## config.mk

```make
export PLATFORM = sky130hd
export DESIGN_NAME = hazard_forward_unit
export DESIGN_NICKNAME = d
export VERILOG_FILES = /design/src/rtl/hazard_forward_unit.sv
export SDC_FILE = /design/constraint.sdc
export NUM_CORES = 1
export LEC_CHECK = 0
export CORE_ASPECT_RATIO = 0.8
export CORE_MARGIN = 2
export CORE_UTILIZATION = 43
export CTS_BUF_LIST = sky130_fd_sc_hd__clkbuf_4
export DETAILED_ROUTE_END_ITERATION = 7
export PLACE_DENSITY = 0.86
export SETUP_SLACK_MARGIN = 0.02
export SYNTH_ARGS = -nofsm -noshare
export SYNTH_HDL_FRONTEND = slang
export SYNTH_SLANG_ARGS = --single-unit
```

## constraint.sdc

```tcl
create_clock -name clk -period 2.9 [get_ports clk]
set_input_delay 0.29 -clock clk [delete_from_list [all_inputs] [get_ports clk]]
set_output_delay 0.29 -clock clk [all_outputs]
set_load 0.005 [all_outputs]
```

## src/rtl/hazard_forward_unit.sv

```systemverilog
// Purpose : execute-side RAW hazard resolution for the 5-stage pipeline (stall + operand forwarding).
// Latency : all outputs are combinational from the EX/MEM/WB tags and the decode inputs; tags advance every edge.
// Backpressure: stall holds PC and IF/DE and injects DE/EX bubbles; downstream stages never freeze.
//
// Ports:
//   clk, rst_n             pipeline clock, asynchronous active-low reset
//   dec_ir, dec_valid      instruction in IF/DE and its valid flag (0 = bubble)
//   flush                  taken branch/jump resolved in EX; kills dec_ir and cancels any stall
//   pc_write, dec_reg_en   PC / IF/DE load enables (low while stalled)
//   ex_bubble              load a bubble into DE/EX instead of the decoded instruction
//   stall                  hazard stall active
//   fwd_a_sel, fwd_b_sel   EX operand source: 00 regfile, 01 MEM result, 10 WB result
//
// Build option: FORWARD_EN. Defined -> forwarding plus a LOAD_LAT-bubble load-use stall.
// Undefined -> pure interlock: selects tied to 00, stall while a source is produced in EX or MEM.

`default_nettype none

module hazard_forward_unit #(
    parameter int LOAD_LAT = 1
) (
    input  logic        clk,
    input  logic        rst_n,
    input  logic [31:0] dec_ir,
    input  logic        dec_valid,
    input  logic        flush,
    output logic        pc_write,
    output logic        dec_reg_en,
    output logic        ex_bubble,
    output logic        stall,
    output logic [1:0]  fwd_a_sel,
    output logic [1:0]  fwd_b_sel
);

    localparam logic [6:0] OPC_LUI    = 7'b0110111;
    localparam logic [6:0] OPC_AUIPC  = 7'b0010111;
    localparam logic [6:0] OPC_JAL    = 7'b1101111;
    localparam logic [6:0] OPC_JALR   = 7'b1100111;
    localparam logic [6:0] OPC_BRANCH = 7'b1100011;
    localparam logic [6:0] OPC_LOAD   = 7'b0000011;
    localparam logic [6:0] OPC_STORE  = 7'b0100011;
    localparam logic [6:0] OPC_OPIMM  = 7'b0010011;
    localparam logic [6:0] OPC_OP     = 7'b0110011;

    // Destination tag carried by every stage.
    typedef struct packed {
        logic       vld;
        logic       wr;
        logic       is_load;
        logic [4:0] rd;
    } tag_t;

    // EX additionally keeps its sources so forwarding can be resolved there.
    typedef struct packed {
        tag_t       dst;
        logic       use1;
        logic       use2;
        logic [4:0] rs1;
        logic [4:0] rs2;
    } ex_tag_t;

    function automatic ex_tag_t decode(input logic [31:0] ir, input logic vld);
        ex_tag_t t;
        t         = '0;
        t.dst.vld = vld;
        t.dst.rd  = ir[11:7];
        t.rs1     = ir[19:15];
        t.rs2     = ir[24:20];
        case (ir[6:0])
            OPC_LUI, OPC_AUIPC, OPC_JAL: begin
                t.dst.wr = 1'b1;
            end
            OPC_JALR, OPC_OPIMM: begin
                t.dst.wr = 1'b1;
                t.use1   = 1'b1;
            end
            OPC_LOAD: begin
                t.dst.wr      = 1'b1;
                t.dst.is_load = 1'b1;
                t.use1        = 1'b1;
            end
            OPC_OP: begin
                t.dst.wr = 1'b1;
                t.use1   = 1'b1;
                t.use2   = 1'b1;
            end
            OPC_BRANCH, OPC_STORE: begin
                t.use1 = 1'b1;
                t.use2 = 1'b1;
            end
            default: ;
        endcase
        return t;
    endfunction

    // A producer satisfies a consumer source only if it really writes a non-x0 register.
    function automatic logic src_hit(input tag_t p, input logic [4:0] rs, input logic used);
        return p.vld && p.wr && (p.rd != 5'd0) && (p.rd == rs) && used;
    endfunction

    ex_tag_t ex_tag;
    tag_t    mem_tag;
    tag_t    wb_tag;
    ex_tag_t dec_tag;

    assign dec_tag = decode(dec_ir, dec_valid);

    // Only opcode and register fields matter here.
    logic unused_ir;
    assign unused_ir = ^{dec_ir[31:25], dec_ir[14:12]};

    assign pc_write   = !stall;
    assign dec_reg_en = !stall;
    assign ex_bubble  = stall || flush || !dec_valid;

    // Tags always advance: on a flush the EX instruction still moves on so a
    // JAL/JALR keeps its link register write.
    always_ff @(posedge clk or negedge rst_n) begin
        if (!rst_n) begin
            ex_tag  <= '0;
            mem_tag <= '0;
            wb_tag  <= '0;
        end else begin
            wb_tag  <= mem_tag;
            mem_tag <= ex_tag.dst;
            ex_tag  <= ex_bubble ? '0 : dec_tag;
        end
    end

`ifdef FORWARD_EN
    localparam logic [1:0] CNT_INIT = 2'(LOAD_LAT - 1);

    logic [1:0] cnt;
    logic       ld_hzd;

    function automatic logic [1:0] fwd_sel(input ex_tag_t ex, input logic [4:0] rs,
                                           input logic used, input tag_t mem, input tag_t wb);
        if (!ex.dst.vld)               return 2'b00;
        if (src_hit(mem, rs, used))    return 2'b01;  // youngest producer wins
        if (src_hit(wb, rs, used))     return 2'b10;
        return 2'b00;
    endfunction

    // Only a load in EX needs a stall; everything else is covered by forwarding.
    assign ld_hzd = dec_tag.dst.vld && ex_tag.dst.is_load &&
                    (src_hit(ex_tag.dst, dec_tag.rs1, dec_tag.use1) ||
                     src_hit(ex_tag.dst, dec_tag.rs2, dec_tag.use2));

    assign stall = !flush && (ld_hzd || (cnt != 2'd0));

    // First bubble comes from the hazard itself, the counter supplies the rest.
    always_ff @(posedge clk or negedge rst_n) begin
        if (!rst_n) begin
            cnt <= 2'd0;
        end else if (flush) begin
            cnt <= 2'd0;
        end else if (ld_hzd && (cnt == 2'd0)) begin
            cnt <= CNT_INIT;
        end else if (cnt != 2'd0) begin
            cnt <= cnt - 2'd1;
        end
    end

    // A load in MEM never matches a live consumer: the stall keeps the consumer
    // out of EX until the load is in WB (LOAD_LAT=1) or retired (regfile is write-first).
    assign fwd_a_sel = fwd_sel(ex_tag, ex_tag.rs1, ex_tag.use1, mem_tag, wb_tag);
    assign fwd_b_sel = fwd_sel(ex_tag, ex_tag.rs2, ex_tag.use2, mem_tag, wb_tag);

    logic unused_tags;
    assign unused_tags = ^{mem_tag.is_load, wb_tag.is_load};
`else
    logic raw_hzd;

    // Without forwarding any producer still in EX or MEM blocks decode; WB is
    // covered by the write-first regfile.
    assign raw_hzd = dec_tag.dst.vld &&
                     (src_hit(ex_tag.dst, dec_tag.rs1, dec_tag.use1) ||
                      src_hit(ex_tag.dst, dec_tag.rs2, dec_tag.use2) ||
                      src_hit(mem_tag,    dec_tag.rs1, dec_tag.use1) ||
                      src_hit(mem_tag,    dec_tag.rs2, dec_tag.use2));

    assign stall     = !flush && raw_hzd;
    assign fwd_a_sel = 2'b00;
    assign fwd_b_sel = 2'b00;

    logic [1:0] unused_lat;
    logic       unused_tags;
    assign unused_lat  = 2'(LOAD_LAT);
    assign unused_tags = ^{ex_tag.rs1, ex_tag.rs2, ex_tag.use1, ex_tag.use2,
                           ex_tag.dst.is_load, mem_tag.is_load, wb_tag};
`endif

endmodule

`default_nettype wire
```

==> impl_metrics.toml <==
[timing]
tightest_slew_ns = 0.584
setup-violations-final = 0
maxSlewHeadroom = 0.609
hold_viol = 0
fmaxAchievable_mhz = 358
finClkSkew_ns = 0.00387
drv_slew = 0
hold_slack_ns = 0.394
finalCriticalPeriod_ns = 2.80
fin_crit_sh = 0.964
rsz0062_at_grt = "yes"

[clock_network]
clk_pin_slew_ns = 0.08
cts_tree = "done"
cts.path.max_buffers = 2
ctsHtreeMaxLevel = 1
cts_sinks = 14
cts_hold_buffers = 0
clock_latency_ns = 0.26
cts_root_buf = "clkbuf_4"
numCtsBuffers = 3

[logic_synthesis]
ys_warn_count = 0
yosys.area.top_type = "dfrtp_1"
syn_area_per_cell_um2 = 10.9
syn-cell-area_um2 = 851
synthTopCellsByArea = "dfrtp_1 41%, xnor2_1 16%, nor4b_1 5.1%"
yosysTopAreaCellShare = 0.412
synth_seq_area_share = 0.412
synthFlopType = "dfrtp_1"
netlist_instances = 78
synthArstFlopShare = 1.00
ys_ff_latch = 14
synth_cell_type_count = 30
synth_edf_count = 0

[route]
routed_wl_um = 1980
vias = 706
routedWlPerCell_um = 14.2
route.detailed.drc = 0
vias_per_cell = 5.08
drt_first_pass_iters = 4
drtIter0Drc = 6
detail-route-antenna-nets = 0

[placed_design]
place_inst = 131
port-buffer-count = 29
dpl.hpwl_um = 1530
globalplace.congestion = 0.756

[critical_path]
cp.required_ns = 2.61
critical_path.endpoint_type = "output pin"
crit_path_start_kind = "register"
cp_max_fo = 3
r2r_setup_slack_ns = 0.90
crit_type = "reg -> out"
arrival_ns = 2.51
reg2regPathDepth = 5

[layout]
nFillCells = 147
layout_commonest_cell = "clkdlybuf4s50_1"
diodes = 0
fin_cells = 139
syn_to_final_growth_pct = 48.1
mostFrequentLayoutCells = "27 x clkdlybuf4s50_1, 16 x xnor2_1, 14 x dfrtp_1"
fin_nets = 152
drive_above_1_share = 0.174
utilization = 0.672

[grt]
grt_pass1_vias = 737
antenna_found_initial = 0
grt.total_usage = 0.189
overflow = 0
grt_pass1_wl_um = 3170
grt_max_degree = 15

[floorplanning]
die_w_um = 53.7
die-area_mm2 = 0.00235
die_h_um = 43.8
initial_core_util = 0.454
rows = 14
coreArea_mm2 = 0.00187
io-pin-count = 44

[outcome]
status = "complete, no violations"

[hold_path]
hold_path_class = "in -> async"

[pwr]
power_density_mw_per_mm2 = 325
p_leak_uw = 0.000489
ir_drop_mv = 0.321

[run]
cap_violations = 0
[registers in the layout (all words and copies together) (netlist names)]
register and count:
ex_tag 7, mem_tag 7
[metrics by stage]
stage / cell area (um^2) / TNS (ns) / setup WS (ns) / power (uW)
2_1_floorplan: 862 / 0 / 0.814 / 256
3_3_place_gp: 1160 / 0 / 0.110 / 299
3_5_place_dp: 1160 / 0 / 0.0967 / 302
4_1_cts: 1190 / 0 / 0.0490 / 409
5_1_grt: 1260 / -0.0114 / -0.0114 / 433
6_report: 1260 / 0 / 0.104 / 410
[worst max-delay path: stages (launching register included)]
cell and delay, ns:
dfrtp_1 0.41, or4_4 0.55, o2111ai_4 0.22, nor4_2 0.10, buf_4 0.15, o31ai_2 0.26
clkdlybuf4s50_1 0.55
[what timing repair did]
action / CTS / global route
setup buffers: 0 / 4
pin swaps: 0 / 1
gates resized for setup: 1 / 8
setup endpoints to repair: 2 / 4
[per-layer routing]
metal  global-route usage  part of all wire  wire, um  up-vias
met1                0.244              0.43       859      333
met4               0.0769            0.0035         7        0
met5                    0                 0         0        -
met3               0.0345             0.049        97        2
li1                     -                 -         -      348
met2                0.310              0.51      1010       23
[cell families after synthesis]
family	after synthesis	share of synthesized area
AO/OA/AOI/OAI	8	0.0838
XOR/XNOR	20	0.206
buffers and inverters	6	0.0574
flip-flops	14	0.412
other	1	0.00441
AND/OR/NAND/NOR	29	0.237
[final timing paths]
check,from,endpoint
max,mem_tag[1]$_DFF_PN0_,pc_write
min,rst_n,mem_tag[7]$_DFF_PN0_
max reg2reg,ex_tag[13]$_DFF_PN0_,ex_tag[15]$_DFF_PN0_
min reg2reg,ex_tag[19]$_DFF_PN0_,mem_tag[7]$_DFF_PN0_
max in group asynchronous,rst_n,ex_tag[14]$_DFF_PN0_
min in group clk,ex_tag[19]$_DFF_PN0_,mem_tag[7]$_DFF_PN0_
[cells in the mapped netlist (2+ instances only)]
cell type,instances
xor2_1,4
nor2_1,2
nand3_1,3
dfrtp_1,14
nor4_1,2
buf_4,5
nor4b_1,5
xnor2_1,16
nand2_1,4
or4_1,3
[report_power, final]
group	leakage, uW	switching (uW)	internal, uW
clock network	0.0000154	55.0	49.6
registers	0.000188	8.87	202
logic	0.000286	36.4	58.1
total	0.000489	100	310
[layout make-up]
class / instances / area (um^2) / area share
multi-input combinational: 61 / 505 / 0.401
sequential: 14 / 350 / 0.278
timing repair buffer: 36 / 348 / 0.276
tap: 24 / 30.0 / 0.0238
clock buffer: 3 / 22.5 / 0.0179
clock inverter: 1 / 3.75 / 0.00298
No activity file was read; power rests on OpenSTA's default activity.
